File: src/rtl/act_skew_feeder.sv
// act_skew_feeder: FIFO-buffered activation feeder that emits each vector diagonally skewed across rows.
// Optional `define ACT_SKEW_STALL_CNT_EN adds a saturating stall_count output.
module act_skew_feeder #(
  parameter int unsigned ROWS  = 4,
  parameter int unsigned ACT_W = 8,
  parameter int unsigned DEPTH = 8
) (
  input  logic                  clk,
  input  logic                  reset,
  input  logic                  in_valid,
  output logic                  in_ready,
  input  logic [ROWS*ACT_W-1:0] in_vec,
  input  logic                  in_last,
  input  logic                  weight_load,
  output logic [ROWS*ACT_W-1:0] out_act,
  output logic [ROWS-1:0]       out_row_valid,
  output logic                  busy,
  output logic                  done
`ifdef ACT_SKEW_STALL_CNT_EN
  ,
  output logic [15:0]           stall_count
`endif
);

  localparam int unsigned VW = ROWS * ACT_W;
  localparam int unsigned AW = (DEPTH > 1) ? $clog2(DEPTH) : 1;
  localparam int unsigned CW = $clog2(DEPTH + 1);
  localparam int unsigned DW = (ROWS > 1) ? $clog2(ROWS) : 1;
  localparam logic [CW-1:0] FULL_CNT   = CW'(DEPTH);
  localparam logic [DW-1:0] DRAIN_INIT = DW'(ROWS - 1);

  typedef enum logic [1:0] {S_IDLE, S_STREAM, S_DRAIN} state_t;

  state_t        state, state_n;
  logic [DW-1:0] drain_cnt, drain_cnt_n;

  logic [VW:0]   mem [DEPTH];
  logic [AW-1:0] wr_ptr, rd_ptr;
  logic [CW-1:0] count;
  logic          full, empty, push, pop;
  logic [VW-1:0] rd_vec;
  logic          rd_last;

  assign full     = (count == FULL_CNT);
  assign empty    = (count == '0);
  assign in_ready = !full;
  assign push     = in_valid && in_ready;
  assign {rd_last, rd_vec} = mem[rd_ptr];

  always_ff @(posedge clk) begin
    if (reset && push) begin
      mem[wr_ptr] <= {in_last, in_vec};
    end
  end

  always_ff @(posedge clk) begin
    if (!reset) begin
      wr_ptr <= '0;
      rd_ptr <= '0;
      count  <= '0;
    end else begin
      if (push) wr_ptr <= wr_ptr + 1'b1;
      if (pop)  rd_ptr <= rd_ptr + 1'b1;
      if (push && !pop)      count <= count + 1'b1;
      else if (pop && !push) count <= count - 1'b1;
    end
  end

  always_ff @(posedge clk) begin
    if (!reset) begin
      state     <= S_IDLE;
      drain_cnt <= '0;
    end else begin
      state     <= state_n;
      drain_cnt <= drain_cnt_n;
    end
  end

  // Pops only happen in STREAM; weight_load freezes state, counter and pops together.
  always_comb begin
    state_n     = state;
    drain_cnt_n = drain_cnt;
    pop         = 1'b0;
    if (!weight_load) begin
      case (state)
        S_IDLE: begin
          if (push || !empty) state_n = S_STREAM;
        end
        S_STREAM: begin
          if (!empty) begin
            pop = 1'b1;
            if (rd_last) begin
              state_n     = S_DRAIN;
              drain_cnt_n = DRAIN_INIT;
            end
          end
        end
        S_DRAIN: begin
          if (drain_cnt == '0) state_n = S_IDLE;
          else                 drain_cnt_n = drain_cnt - 1'b1;
        end
        default: state_n = S_IDLE;
      endcase
    end
  end

  // done coincides with the last row presenting the final element of the tile.
  assign done = (state == S_DRAIN) && (drain_cnt == '0) && !weight_load;
  assign busy = (state != S_IDLE);

  for (genvar r = 0; r < ROWS; r++) begin : g_row
    logic [r:0][ACT_W-1:0] sd;
    logic [r:0]            sv;
    logic [ACT_W-1:0]      s0_d;

    assign s0_d = pop ? rd_vec[r*ACT_W +: ACT_W] : '0;

    if (r == 0) begin : g_first
      always_ff @(posedge clk) begin
        if (!reset) begin
          sd <= '0;
          sv <= '0;
        end else if (!weight_load) begin
          sd <= s0_d;
          sv <= pop;
        end
      end
    end else begin : g_chain
      always_ff @(posedge clk) begin
        if (!reset) begin
          sd <= '0;
          sv <= '0;
        end else if (!weight_load) begin
          sd <= {sd[r-1:0], s0_d};
          sv <= {sv[r-1:0], pop};
        end
      end
    end

    assign out_act[r*ACT_W +: ACT_W] = weight_load ? '0 : sd[r];
    assign out_row_valid[r]          = sv[r] && !weight_load;
  end

`ifdef ACT_SKEW_STALL_CNT_EN
  logic stall_evt;
  assign stall_evt = (in_valid && !in_ready) || ((state == S_STREAM) && empty);

  always_ff @(posedge clk) begin
    if (!reset) begin
      stall_count <= '0;
    end else if (stall_evt && (stall_count != 16'hFFFF)) begin
      stall_count <= stall_count + 16'd1;
    end
  end
`endif

endmodule

File: config.mk
export PLATFORM = sky130hd
export DESIGN_NAME = act_skew_feeder
export DESIGN_NICKNAME = d
export VERILOG_FILES = /design/src/rtl/act_skew_feeder.sv
export SDC_FILE = /design/constraint.sdc
export NUM_CORES = 1
export LEC_CHECK = 0
export ABC_AREA = 0
export ABC_CLOCK_PERIOD_IN_PS = 8900
export CAP_MARGIN = 20
export CORE_ASPECT_RATIO = 1.75
export CORE_UTILIZATION = 58
export CTS_CLUSTER_SIZE = 28
export DETAILED_ROUTE_END_ITERATION = 6
export PLACE_DENSITY = 0.86
export SLEW_MARGIN = 20
export SYNTH_ARGS = -nofsm -noshare
export SYNTH_HDL_FRONTEND = slang
export SYNTH_SLANG_ARGS = --single-unit
File: constraint.sdc
create_clock -name clk -period 8.9 [get_ports clk]
set_input_delay 1.335 -clock clk [delete_from_list [all_inputs] [get_ports clk]]
set_output_delay 1.335 -clock clk [all_outputs]
set_load 0.01 [all_outputs]
==> results.md <==
* Maximum fanout along the worst path at 69
* Routed length per instance at 20.8 um
* Tmin final at 4.67 ns
* RSZ-0062 raised after global routing: no
* Master of the slowest instance on the critical path: buf_4
* Via/cell ratio at 5.76
* Root buffer selected by CTS: clkbuf_16
* Crit path largest cell delay at 0.72 ns
* Number of antenna violations at the first check in global routing at 3
* Flop and latch count out of synthesis at 365
* Number of cells produced by synthesis at around 830
* GPL Wtd Cong at 0.738
* CP Data Required Time at 7.57 ns
* Slew of the pin with the lowest slew margin at between 1 and 1.5 ns
* Inserted Clock Buffers at 30
* Final Max Tran Viols at 0
* Initial standard-cell utilization of the core at 58.9%
* Portion of the clock cycle consumed by the worst path in the final layout at 52.5%
* Vert. Die Dim at 208 um
* Number of antenna-violating nets in the routed design at 0
* Post-layout util at 67.6%
* Crit end category: primary output
* GR Util All Layers at 21.5%
* Distinct cell type count of the synthesized netlist at 43
* First-pass iteration count of the detailed router at 5
* Count of warnings emitted by yosys at 0
* Slack of the critical path at 4.23 ns
* Crit-path cells: buf_4 -> buf_4 -> nor2b_1 -> clkdlybuf4s50_1
* Global-route wire length before repair at 40.7 mm
* Area of the mapped netlist at between 10000 and 15000 um^2
* Vias after detailed routing at 7153
* Critical path start-end classification: input pin to primary output
* Post-CTS setup buffers at 0
* Largest area contributor in the netlist: edfxtp_1
* Ratio of total power to cell area at 226 nW/um^2
* Reg-to-reg slack, setup at 5.73 ns
* Mean post-synth cell area at ~17 um^2
* Area fraction of the dominant cell type after synthesis at 56.3%
* Floorplan Core Area at 23900 um^2
* Total of buffers placed on input and output ports at 75
* Number of buffers inserted by hold repair at cts at 0
* Worst Setup Slack post-DPL at ~3.9 ns
* Final setup TNS at 0 ns
* Die Width at 120 um
* Via count of the first global-routing pass at about 7500
* FP Rows at 75
* Sequential cell area at 9950 um^2
* Final hold violation count at 0
* Clock transition at path regs at roughly 0.070 ns
* Tightest slew margin relative to the limit at 32.8%
* Max Buffers Root-to-Sink at 3
* Area added between synthesis and finish at 14.9%
* Share of synthesized flip-flops with an asynchronous set or reset at 0%
* Clock tree skew after final layout at 0.0122 ns
* Max-cap viol count at 0
* Ys flop type: edfxtp_1
* # IOs at 76
* Post-synthesis net count at around 900
* Maximum number of pins on one net before global-route repair at 105
* Crit-path most repeated cell: buf_4
* Setup violators final at 0
* Worst Hold Class: flip-flop to flip-flop
* Sink count of the clock tree at 365
* Number of H-tree levels at 1
* Overall overflow remaining after global route at 0
* Post-detail-place hpwl at between 10 and 15 mm
* Fmax at around 0.21 GHz
* Leakage Power at 5.50 nW
* Result of the run: complete, no violations
* Die footprint at 24900 um^2
* Most numerous cell in the Yosys netlist: edfxtp_1
* Net count, final at 950
* Arrival time of the worst setup path at 3.34 ns
* Total area of multi-input combinational cells at a little under 4000 um^2
* Peak supply drop at roughly 0.17 mV
* Area contributors post-synth: edfxtp_1, dfxtp_1, mux4_2
* Resize count post-CTS at 0
* Number of DRC violations after detailed routing at 0
* Top post-synthesis cells by count: edfxtp_1, dfxtp_1, nor2b_1
* Seq/Total Area, Yosys at 70.6%
* Clock insertion delay at the later pin of the skew report at 0.56 ns
* Critical Path Source Type: input pin
* DRT Wirelength at 25.8 mm
* 1st-iter DRT viols at 630
* Layout filler cell count at roughly 1500
* Share of final-layout standard cells stronger than drive strength 1 at 15.4%
* Number of enable flip-flop cells after synthesis at 264
* Clock tree from TritonCTS: yes
==> cell usage in the layout, fill, tap and decap left out, types with 4 or more instances in the layout <==
cell / count
ha_1: 6
xnor2_1: 5
edfxtp_1: 264
and2_1: 37
mux4_2: 65
dfxtp_1: 99
nand2_1: 44
nor2b_1: 90
a21boi_0: 4
nor2_1: 4
clkinv_1: 4
nor3_2: 5
clkdlybuf4s50_1: 73
o21ai_0: 35
clkbuf_16: 31
clkinv_2: 4
mux2i_1: 84
buf_4: 14
nor3_1: 4
clkbuf_1: 6
a21oi_1: 5
bufinv_16: 4
nor2_4: 4
==> cells by family after synthesis <==
group / after synthesis / synth area share [%]
and+or+nand+nor: 202 / 8.07
muxes: 149 / 16.4
xor gates and xnor gates: 6 / 0.373
DFF: 365 / 70.6
adders and majority gates: 7 / 0.675
buffers and inverters: 51 / 1.65
AOI/OAI and AO/OA: 52 / 2.25
==> cell type report <==
cell class	instances	area share, %
Timing Repair Buffer	88	5.19
Clock buffer	40	5.19
Inverter	5	0.116
Sequential cell	365	61.5
Antenna cell	3	0.0464
Multi-Input combinational cell	416	24.4
Clock inverter	16	1.14
Tap cell	308	2.38
==> flip-flops by register name (all words and copies together) (netlist names), named ones only <==
signal	cells
mem	264
g_row.sd	80
count	4
g_row.sv	4
rd_ptr	3
wr_ptr	3
drain_cnt	2
state	2
==> per-stage QoR <==
step | area (um^2) | total power [mW] | instances | hold slack, ns
floorplan | 14100 | 2.24 | 832 | 0.448
finish | 16200 | 3.66 | 1241 | 0.474
global route | 16200 | 3.79 | 1241 | 0.518
global placement | 15200 | 2.33 | 1182 | 0.464
detailed placement | 15200 | 2.35 | 1182 | 0.468
CTS | 16200 | 3.69 | 1238 | 0.478
==> worst max-delay path: cells and delay by family <==
kind / cells / cell delay [ns]
buf+inv: 3 / 1.83
simple gates: 1 / 0.11
==> layer usage <==
layer  up-vias  track usage [%]  wire length [um]
li1       3280                -                 -
met1      3594             27.2             10200
met2       236             37.3             13700
met3        43             2.41              1280
met4         0             9.14               668
met5         -                0                 0
==> final timing paths <==
kind | endpoint | startpoint | cells past startpoint
worst max register to register | count[3] | count[0] | 11
worst max-delay path | out_act[27] | weight_load | 4
worst min register to register | g_row[1].sv[0] | g_row[1].sv[0] | 2
worst min-delay path | g_row[1].sv[0] | g_row[1].sv[0] | 2
==> power breakdown <==
part           switching [mW]  leakage, nW  internal, mW
Clock                   0.574        0.494         0.779
Sequential             0.0441         3.20          1.89
Combinational           0.190         1.81         0.190
No activity file was read; power rests on OpenSTA's default activity.
